File: config.mk
export PLATFORM = sky130hd
export DESIGN_NAME = uart_tx_ctrl
export DESIGN_NICKNAME = d
export VERILOG_FILES = /design/src/rtl/uart_pkg.sv /design/src/rtl/uart_parity_calc.sv /design/src/rtl/uart_tx_ctrl.sv
export SDC_FILE = /design/constraint.sdc
export NUM_CORES = 1
export LEC_CHECK = 0
export CAP_MARGIN = 20
export CELL_PAD_IN_SITES_DETAIL_PLACEMENT = 1
export CELL_PAD_IN_SITES_GLOBAL_PLACEMENT = 2
export CORE_ASPECT_RATIO = 0.75
export CORE_MARGIN = 2
export CORE_UTILIZATION = 36
export CTS_BUF_LIST = sky130_fd_sc_hd__clkbuf_8
export CTS_CLUSTER_DIAMETER = 40
export DETAILED_ROUTE_END_ITERATION = 8
export GPL_TIMING_DRIVEN = 1
export PLACE_DENSITY = 0.87
export REMOVE_ABC_BUFFERS = 1
export SLEW_MARGIN = 30
export SYNTH_ARGS = -nofsm -noshare
export SYNTH_HDL_FRONTEND = slang
export SYNTH_HIERARCHICAL = 1
export SYNTH_SLANG_ARGS = --single-unit
export TNS_END_PERCENT = 10
File: constraint.sdc
create_clock -name CLK -period 2.8 [get_ports CLK]
set_input_delay 0.28 -clock CLK [delete_from_list [all_inputs] [get_ports CLK]]
set_output_delay 0.28 -clock CLK [all_outputs]
set_load 0.05 [all_outputs]
File: src/rtl/uart_pkg.sv
// Shared encodings for the UART transmit path: mux selects, FSM states, parity types.
package uart_pkg;

    localparam logic [1:0] SEL_START  = 2'd0;
    localparam logic [1:0] SEL_DATA   = 2'd1;
    localparam logic [1:0] SEL_PARITY = 2'd2;
    localparam logic [1:0] SEL_STOP   = 2'd3;

    localparam logic PAR_EVEN = 1'b0;
    localparam logic PAR_ODD  = 1'b1;

    typedef enum logic [2:0] {
        ST_IDLE,
        ST_START,
        ST_DATA,
        ST_PARITY,
        ST_STOP
    } state_t;

    // IDLE and STOP both hold the line high, so they share the stop select.
    function automatic logic [1:0] sel_of(input state_t s);
        case (s)
            ST_START:  return SEL_START;
            ST_DATA:   return SEL_DATA;
            ST_PARITY: return SEL_PARITY;
            default:   return SEL_STOP;
        endcase
    endfunction

endpackage

File: src/rtl/uart_parity_calc.sv
// Combinational parity of a data word: even = XOR-reduce, odd = its inverse.
module uart_parity_calc
    import uart_pkg::*;
#(
    parameter int DATA_WIDTH = 8
) (
    input  logic [DATA_WIDTH-1:0] data,
    input  logic                  par_typ,
    output logic                  parity
);

    assign parity = (par_typ == PAR_ODD) ? ~(^data) : (^data);

endmodule

File: src/rtl/uart_tx_ctrl.sv
// UART transmit frame sequencer: latches a word, then walks start/data/parity/stop
// one bit per baud clock while driving the TX mux select.
module uart_tx_ctrl
    import uart_pkg::*;
#(
    parameter int DATA_WIDTH = 8
) (
    input  logic                  CLK,
    input  logic                  RST,
    input  logic [DATA_WIDTH-1:0] P_DATA,
    input  logic                  DATA_VALID,
    input  logic                  PAR_EN,
    input  logic                  PAR_TYP,
    output logic [1:0]            mux_sel,
    output logic                  serial_data,
    output logic                  parity_bit,
    output logic                  busy
);

    localparam int CNT_W = (DATA_WIDTH > 1) ? $clog2(DATA_WIDTH) : 1;
    localparam logic [CNT_W-1:0] LAST_BIT = CNT_W'(DATA_WIDTH - 1);

    state_t                  state, next_state;
    logic [DATA_WIDTH-1:0]   shreg;
    logic [CNT_W-1:0]        bit_cnt;
    logic                    par_en_q;
    logic                    par_calc;
    logic                    accept;

    uart_parity_calc #(.DATA_WIDTH(DATA_WIDTH)) u_parity (
        .data    (P_DATA),
        .par_typ (PAR_TYP),
        .parity  (par_calc)
    );

    // STOP accepts too, so a held request chains frames without an idle gap.
    always_comb begin
        accept     = DATA_VALID && (state == ST_IDLE || state == ST_STOP);
        next_state = state;
        case (state)
            ST_IDLE:   if (accept) next_state = ST_START;
            ST_START:  next_state = ST_DATA;
            ST_DATA:   if (bit_cnt == LAST_BIT) next_state = par_en_q ? ST_PARITY : ST_STOP;
            ST_PARITY: next_state = ST_STOP;
            ST_STOP:   next_state = accept ? ST_START : ST_IDLE;
            default:   next_state = ST_IDLE;
        endcase
    end

    // Outputs are decoded from next_state so they line up with the state register.
    always_ff @(posedge CLK or negedge RST) begin
        if (!RST) begin
            state   <= ST_IDLE;
            mux_sel <= SEL_STOP;
            busy    <= 1'b0;
        end else begin
            state   <= next_state;
            mux_sel <= sel_of(next_state);
            busy    <= (next_state != ST_IDLE);
        end
    end

    always_ff @(posedge CLK or negedge RST) begin
        if (!RST) begin
            shreg      <= '0;
            bit_cnt    <= '0;
            par_en_q   <= 1'b0;
            parity_bit <= 1'b0;
        end else begin
            if (accept) begin
                shreg      <= P_DATA;
                par_en_q   <= PAR_EN;
                parity_bit <= par_calc;
            end else if (state == ST_DATA) begin
                shreg   <= shreg >> 1;
                bit_cnt <= bit_cnt + 1'b1;
            end
            if (state == ST_START)
                bit_cnt <= '0;
        end
    end

    assign serial_data = shreg[0];

endmodule

==> run summary <==
Starting Density: 0.376
Clock Path Buffers: 2
Fin crit share: 0.659
CP top delay family: buffers and inverters
Post-CTS Repair Setup Buffers: 0
# H-tree levels: 1
Clock root cell: clkbuf_8
Max-slew violation count: 0
Status: complete, no violations
Worst slew margin: 0.414
Max Freq: 542 MHz
CP peak stage delay: 0.79 ns
Synth warnings: 6
Mapped Cells: 92
TritonCTS buffer count: 3
R2R depth: 3
I/O Pins: 18
Commonest non-fill, non-tap cells in the layout: dfrtp_1, clkdlybuf4s50_1, nand2_1
Footprint of the multi-input gates: 445 sq um
Yosys reg bits: 19
Fin crit period: 1.84 ns
CTS tree: yes
Clk sinks: 19
CP endpoint kind: output port
Mean post-synth cell area: 10.6 sq um
Initial DRC count: 40
M1 wire length: 1040 um
Met3 WL post-DR: 95 um
WS Path Type: register to output port
Post-CTS Hold Fix Bufs: 0
Fillers: 317
Worst reg2reg setup slack: 1.20 ns
Critical path's slowest cell: clkdlybuf4s50_1
Critical Path Start Type: register
Cell count along the critical path: 1
Worst path required time: 2.52 ns
Max-cap violations: 0
Routed vias: 742
Initial antenna violation count: 0
Post-DP HPWL: 1640 um
Clock latency on the worst-skew pair: 0.25 ns
Met2 wire length: 1100 um
GP Congestion: 0.723
Pwr/cell area: 1090 mW/mm^2
Nets@finish: 125
Finished Layout Cells: 145
Final setup fails: 0
Total grt overflow: 0
CTS clk-pin slew, worst paths: 0.07 ns
Post-synthesis sequential area ratio: 0.488
Reg2reg start: state[1]
Clock Skew: 0.00450 ns
Pin count of the biggest net entering global routing: 20
Total Power: 1.31 mW
# rows: 16
Cell variety after synth: 28
Lkg Pwr: 0.536 nW
Top Layer Used: met4
Vias in the first global route: 761
Wirelength per Cell: 15.6 um
Register area: 478 sq um
WP buf/inv: 1
Total die area: 0.00316 sq mm
Antenna Nets Post-Route: 0
Hold Vio Cnt, Final: 0
P&R area growth vs syn: 23.3%
Core footprint: 0.00260 sq mm
WL final: 2260 um
Total track usage: 0.162
Least-Margin Pin Slew: 0.876 ns
Crit-path cells: clkdlybuf4s50_1
# DRC: 0
Die Span Y: 49.2 um
Routed vias/inst: 5.12
CTS resizes: 0
Unrepaired setup endpoints after global routing: no
Reg2reg end: shreg[5]
Cell area after synthesis: 978 sq um
First-pass GRT wire length: 3770 um
Arrival @ worst endpoint: 1.56 ns
Ant. Diodes: 0
Worst min path class: input port to async pin
I/O Buffers: 17
VDD IR max: 0.320 mV
Drt pass-1 iters: 4
DP Cell Count: 141
TNS Setup: 0 ns
Worst Path Max Fanout: 1
Die Width: 64.2 um
Share of cells above drive strength 1: 0.0917
power by group:
group	switching [mW]	leakage [nW]	internal (mW)
Sequential	0.111	0.228	0.407
Clock	0.0857	0.0269	0.0973
Combinational	0.354	0.281	0.256
Total	0.551	0.536	0.760
cell type report:
class / count / area share
repair buffers: 18 / 0.147
inverters: 4 / 0.0124
clock inverters: 1 / 0.00311
well taps: 36 / 0.0373
multi-input cells: 64 / 0.369
flip-flops and latches: 19 / 0.396
clock buffers: 3 / 0.0342
cell families after synthesis:
group,Yosys count,synth area share
buffers and inverters,9,0.0563
multiplexers,2,0.0217
XOR/XNOR,7,0.0844
flip-flops,19,0.488
AND/OR/NAND/NOR,25,0.143
adder cells (fa/ha/maj),2,0.0256
AO/OA/AOI/OAI,28,0.180
worst max-delay path by stage:
stage          slack, ns          to  startpoint
2_1_floorplan       1.38  mux_sel[1]  bit_cnt[0]
3_3_place_gp        0.99  parity_bit   P_DATA[4]
3_5_place_dp        0.92  parity_bit   P_DATA[4]
4_1_cts             0.94  mux_sel[1]  mux_sel[1]
5_1_grt             0.91  mux_sel[0]  mux_sel[0]
6_report            0.96  mux_sel[1]  mux_sel[1]
metal layers:
layer  global-route usage  up-vias
met5                    0        -
met4               0.0532        0
met3               0.0370        2
met2                0.264       19
met1                0.215      371
li1                     -      350
synth_stat cells:
library cell | number | area, sq um
o211ai_1 | 1 | 7.51
nor3b_4 | 1 | 18.8
or3b_1 | 2 | 17.5
nand2b_1 | 2 | 12.5
nand2_1 | 13 | 48.8
mux2i_1 | 1 | 10.0
clkbuf_2 | 1 | 5.00
a22o_1 | 1 | 8.76
a31oi_1 | 1 | 6.26
xnor2_1 | 4 | 35.0
buf_2 | 1 | 5.00
xnor3_1 | 1 | 22.5
a2bb2oi_1 | 7 | 61.3
nor3b_2 | 1 | 12.5
o21ai_0 | 5 | 25.0
dfstp_2 | 2 | 52.6
ha_1 | 2 | 25.0
xnor2_2 | 1 | 16.3
buf_6 | 2 | 22.5
a21oi_1 | 12 | 60.1
inv_1 | 4 | 15.0
xor2_1 | 1 | 8.76
mux2_2 | 1 | 11.3
buf_4 | 1 | 7.51
nor2_1 | 3 | 11.3
a21o_1 | 1 | 7.51
nor2b_1 | 3 | 18.8
dfrtp_1 | 17 | 425
state kept, by name, indices dropped and copies added (netlist names):
signal      flops
shreg           8
bit_cnt         3
state           3
mux_sel         2
busy            1
par_en_q        1
parity_bit      1
per-stage QoR:
| stage | utilization | instance area (sq um) | worst slack, ns | hold slack [ns] |
|---|---|---|---|---|
| 2_1_floorplan | - | 938 | 1.38 | -0.0156 |
| 3_3_place_gp | 0.446 | 1160 | 0.986 | 0.484 |
| 3_5_place_dp | 0.446 | 1160 | 0.919 | 0.512 |
| 4_1_cts | 0.463 | 1210 | 0.939 | 0.517 |
| 5_1_grt | 0.463 | 1210 | 0.915 | 0.556 |
| 6_report | 0.463 | 1210 | 0.956 | 0.522 |
No activity file was read; power rests on OpenSTA's default activity.
==> patch, RTL diff (same flow settings) <==
`DATA_WIDTH` is set to 8 in 2 places; all go to 16.
--- a/src/rtl/uart_parity_calc.sv
+++ b/src/rtl/uart_parity_calc.sv
@@ -2,7 +2,7 @@
 module uart_parity_calc
     import uart_pkg::*;
 #(
-    parameter int DATA_WIDTH = 8
+    parameter int DATA_WIDTH = 16
 ) (
     input  logic [DATA_WIDTH-1:0] data,
     input  logic                  par_typ,
--- a/src/rtl/uart_tx_ctrl.sv
+++ b/src/rtl/uart_tx_ctrl.sv
@@ -3,7 +3,7 @@
 module uart_tx_ctrl
     import uart_pkg::*;
 #(
-    parameter int DATA_WIDTH = 8
+    parameter int DATA_WIDTH = 16
 ) (
     input  logic                  CLK,
     input  logic                  RST,
Interface: changed (resized P_DATA); port bits go from 18 to 26. No check against the original RTL was run, so the function may have changed too.
==> patch against the unedited design <==
Sequential share of layout area is 0.44 points lower; sequential power grew 49%; largest power group unchanged; final cell count up 61%; sequential cell count rose by 9; highest routed layer unchanged; area after synthesis grew 53%; largest cell class is now multi-input combinational cells; worst setup slack lost 0.030 ns; maximum frequency fell by 1.6%; power up 42%; first-iteration DRC count up 70%; cell area increased by 49%; routed wire length is 58% higher.
==> patch: results (changes against the unedited design) <==
.. list-table::
   :header-rows: 1

   * - Metric
     - Value
   * - Fraction of the mapped netlist area in adder cells
     - 0.008333 (-0.01724)
   * - Multi-input gate share of the layout cell area
     - 0.3933 (+0.02401)
   * - Area of all sequential standard cells
     - 703.2 um^2 (+47%)
   * - Clock transition at the registers of the reported paths
     - 0.09 ns (+0.02 ns)
   * - Fraction of synthesized cell area in xor and xnor cells
     - 0.09667 (+0.01227)
   * - Leak pwr
     - 0.7603 nW (+42%)
   * - Number of global-route vias before repair
     - 1272 (+67%)
   * - Largest clock skew in the final design
     - 0.003517 ns (-0.0009789 ns)
   * - Global-route wire length before repair
     - 6127 um (+62%)
   * - Worst r2r src
     - state[0]$_DFF_PN0_
   * - IR drop worst, VDD
     - 0.3473 mV (+8.4%)
   * - Insertion delay to the later sink of the worst-skew pair
     - 0.27 ns (+0.02 ns)
   * - Pre-CTS worst setup slack
     - 0.8182 ns (-0.1007 ns)
   * - Top cells by instance count after synthesis
     - 30 x a21oi_1, 28 x nand2_1, 26 x dfrtp_1
   * - Count of buffers from port buffering
     - 25 (+8)
   * - Highest achievable clock rate
     - 0.5338 GHz (-1.6%)
   * - Largest cells by area after synthesis
     - dfrtp_1 43%, a21oi_1 10%, xnor2_1 7.6%, nand2_1 7.0%, buf_6 4.5%
   * - Total placed instance area
     - 0.001739 mm^2 (+50%)
   * - Cell count after placement
     - 229 (+62%)
   * - Final-layout fill cell count
     - 466 (+47%)
   * - Mapped Cells
     - 158 (+72%)
   * - Area fraction in compound gates after synthesis
     - 0.1775 (-0.002807)
   * - Number of design-rule violations left by the first detailed-router iteration
     - 68 (+70%)
   * - Fraction of final layout cells sized beyond drive strength 1
     - 0.06742 (-0.02433)
   * - Crit. Startpoint
     - mux_sel[0]$_DFF_PN1_
   * - Library cells used by synthesis
     - 31 (+11%)
   * - Register area share after synthesis
     - 0.4683 (-0.02016)
   * - Global-route track usage on met3
     - 0.03172 (-0.005229)
   * - Clock buffer instance count of the final layout
     - 4 (+1)
   * - Outcome
     - completed
   * - Maximum number of pins on one net before global-route repair
     - 29 (+45%)
   * - Detailed-route wire length on metal 1
     - 1793 um (+73%)
   * - Inverter count
     - 1 (-3)
   * - Share of final layout cell area taken by non-clock buffers
     - 0.1437 (-0.003648)
-- patch: worst min-delay path by stage --
stage                               from                      to  slack, ns
finish                               RST  bit_cnt[0]$_DFFE_PN0P_       0.38
floorplan                            RST  bit_cnt[0]$_DFFE_PN0P_      -0.02
global placement    shreg[1]$_DFFE_PN0P_    shreg[1]$_DFFE_PN0P_       0.49
detailed placement  par_en_q$_DFFE_PN0P_    par_en_q$_DFFE_PN0P_       0.50
global route                         RST  bit_cnt[0]$_DFFE_PN0P_       0.41
CTS                                  RST  bit_cnt[2]$_DFFE_PN0P_       0.40
-- patch: power groups by stage --
stage / registers [mW] / logic, mW / clock network [mW]
6_report: 0.771 / 0.844 / 0.250
5_1_grt: 0.799 / 0.946 / 0.275
4_1_cts: 0.768 / 0.856 / 0.263
3_5_place_dp: 0.776 / 0.851 / 0
3_3_place_gp: 0.757 / 0.817 / 0
2_1_floorplan: 0.851 / 0.489 / 0
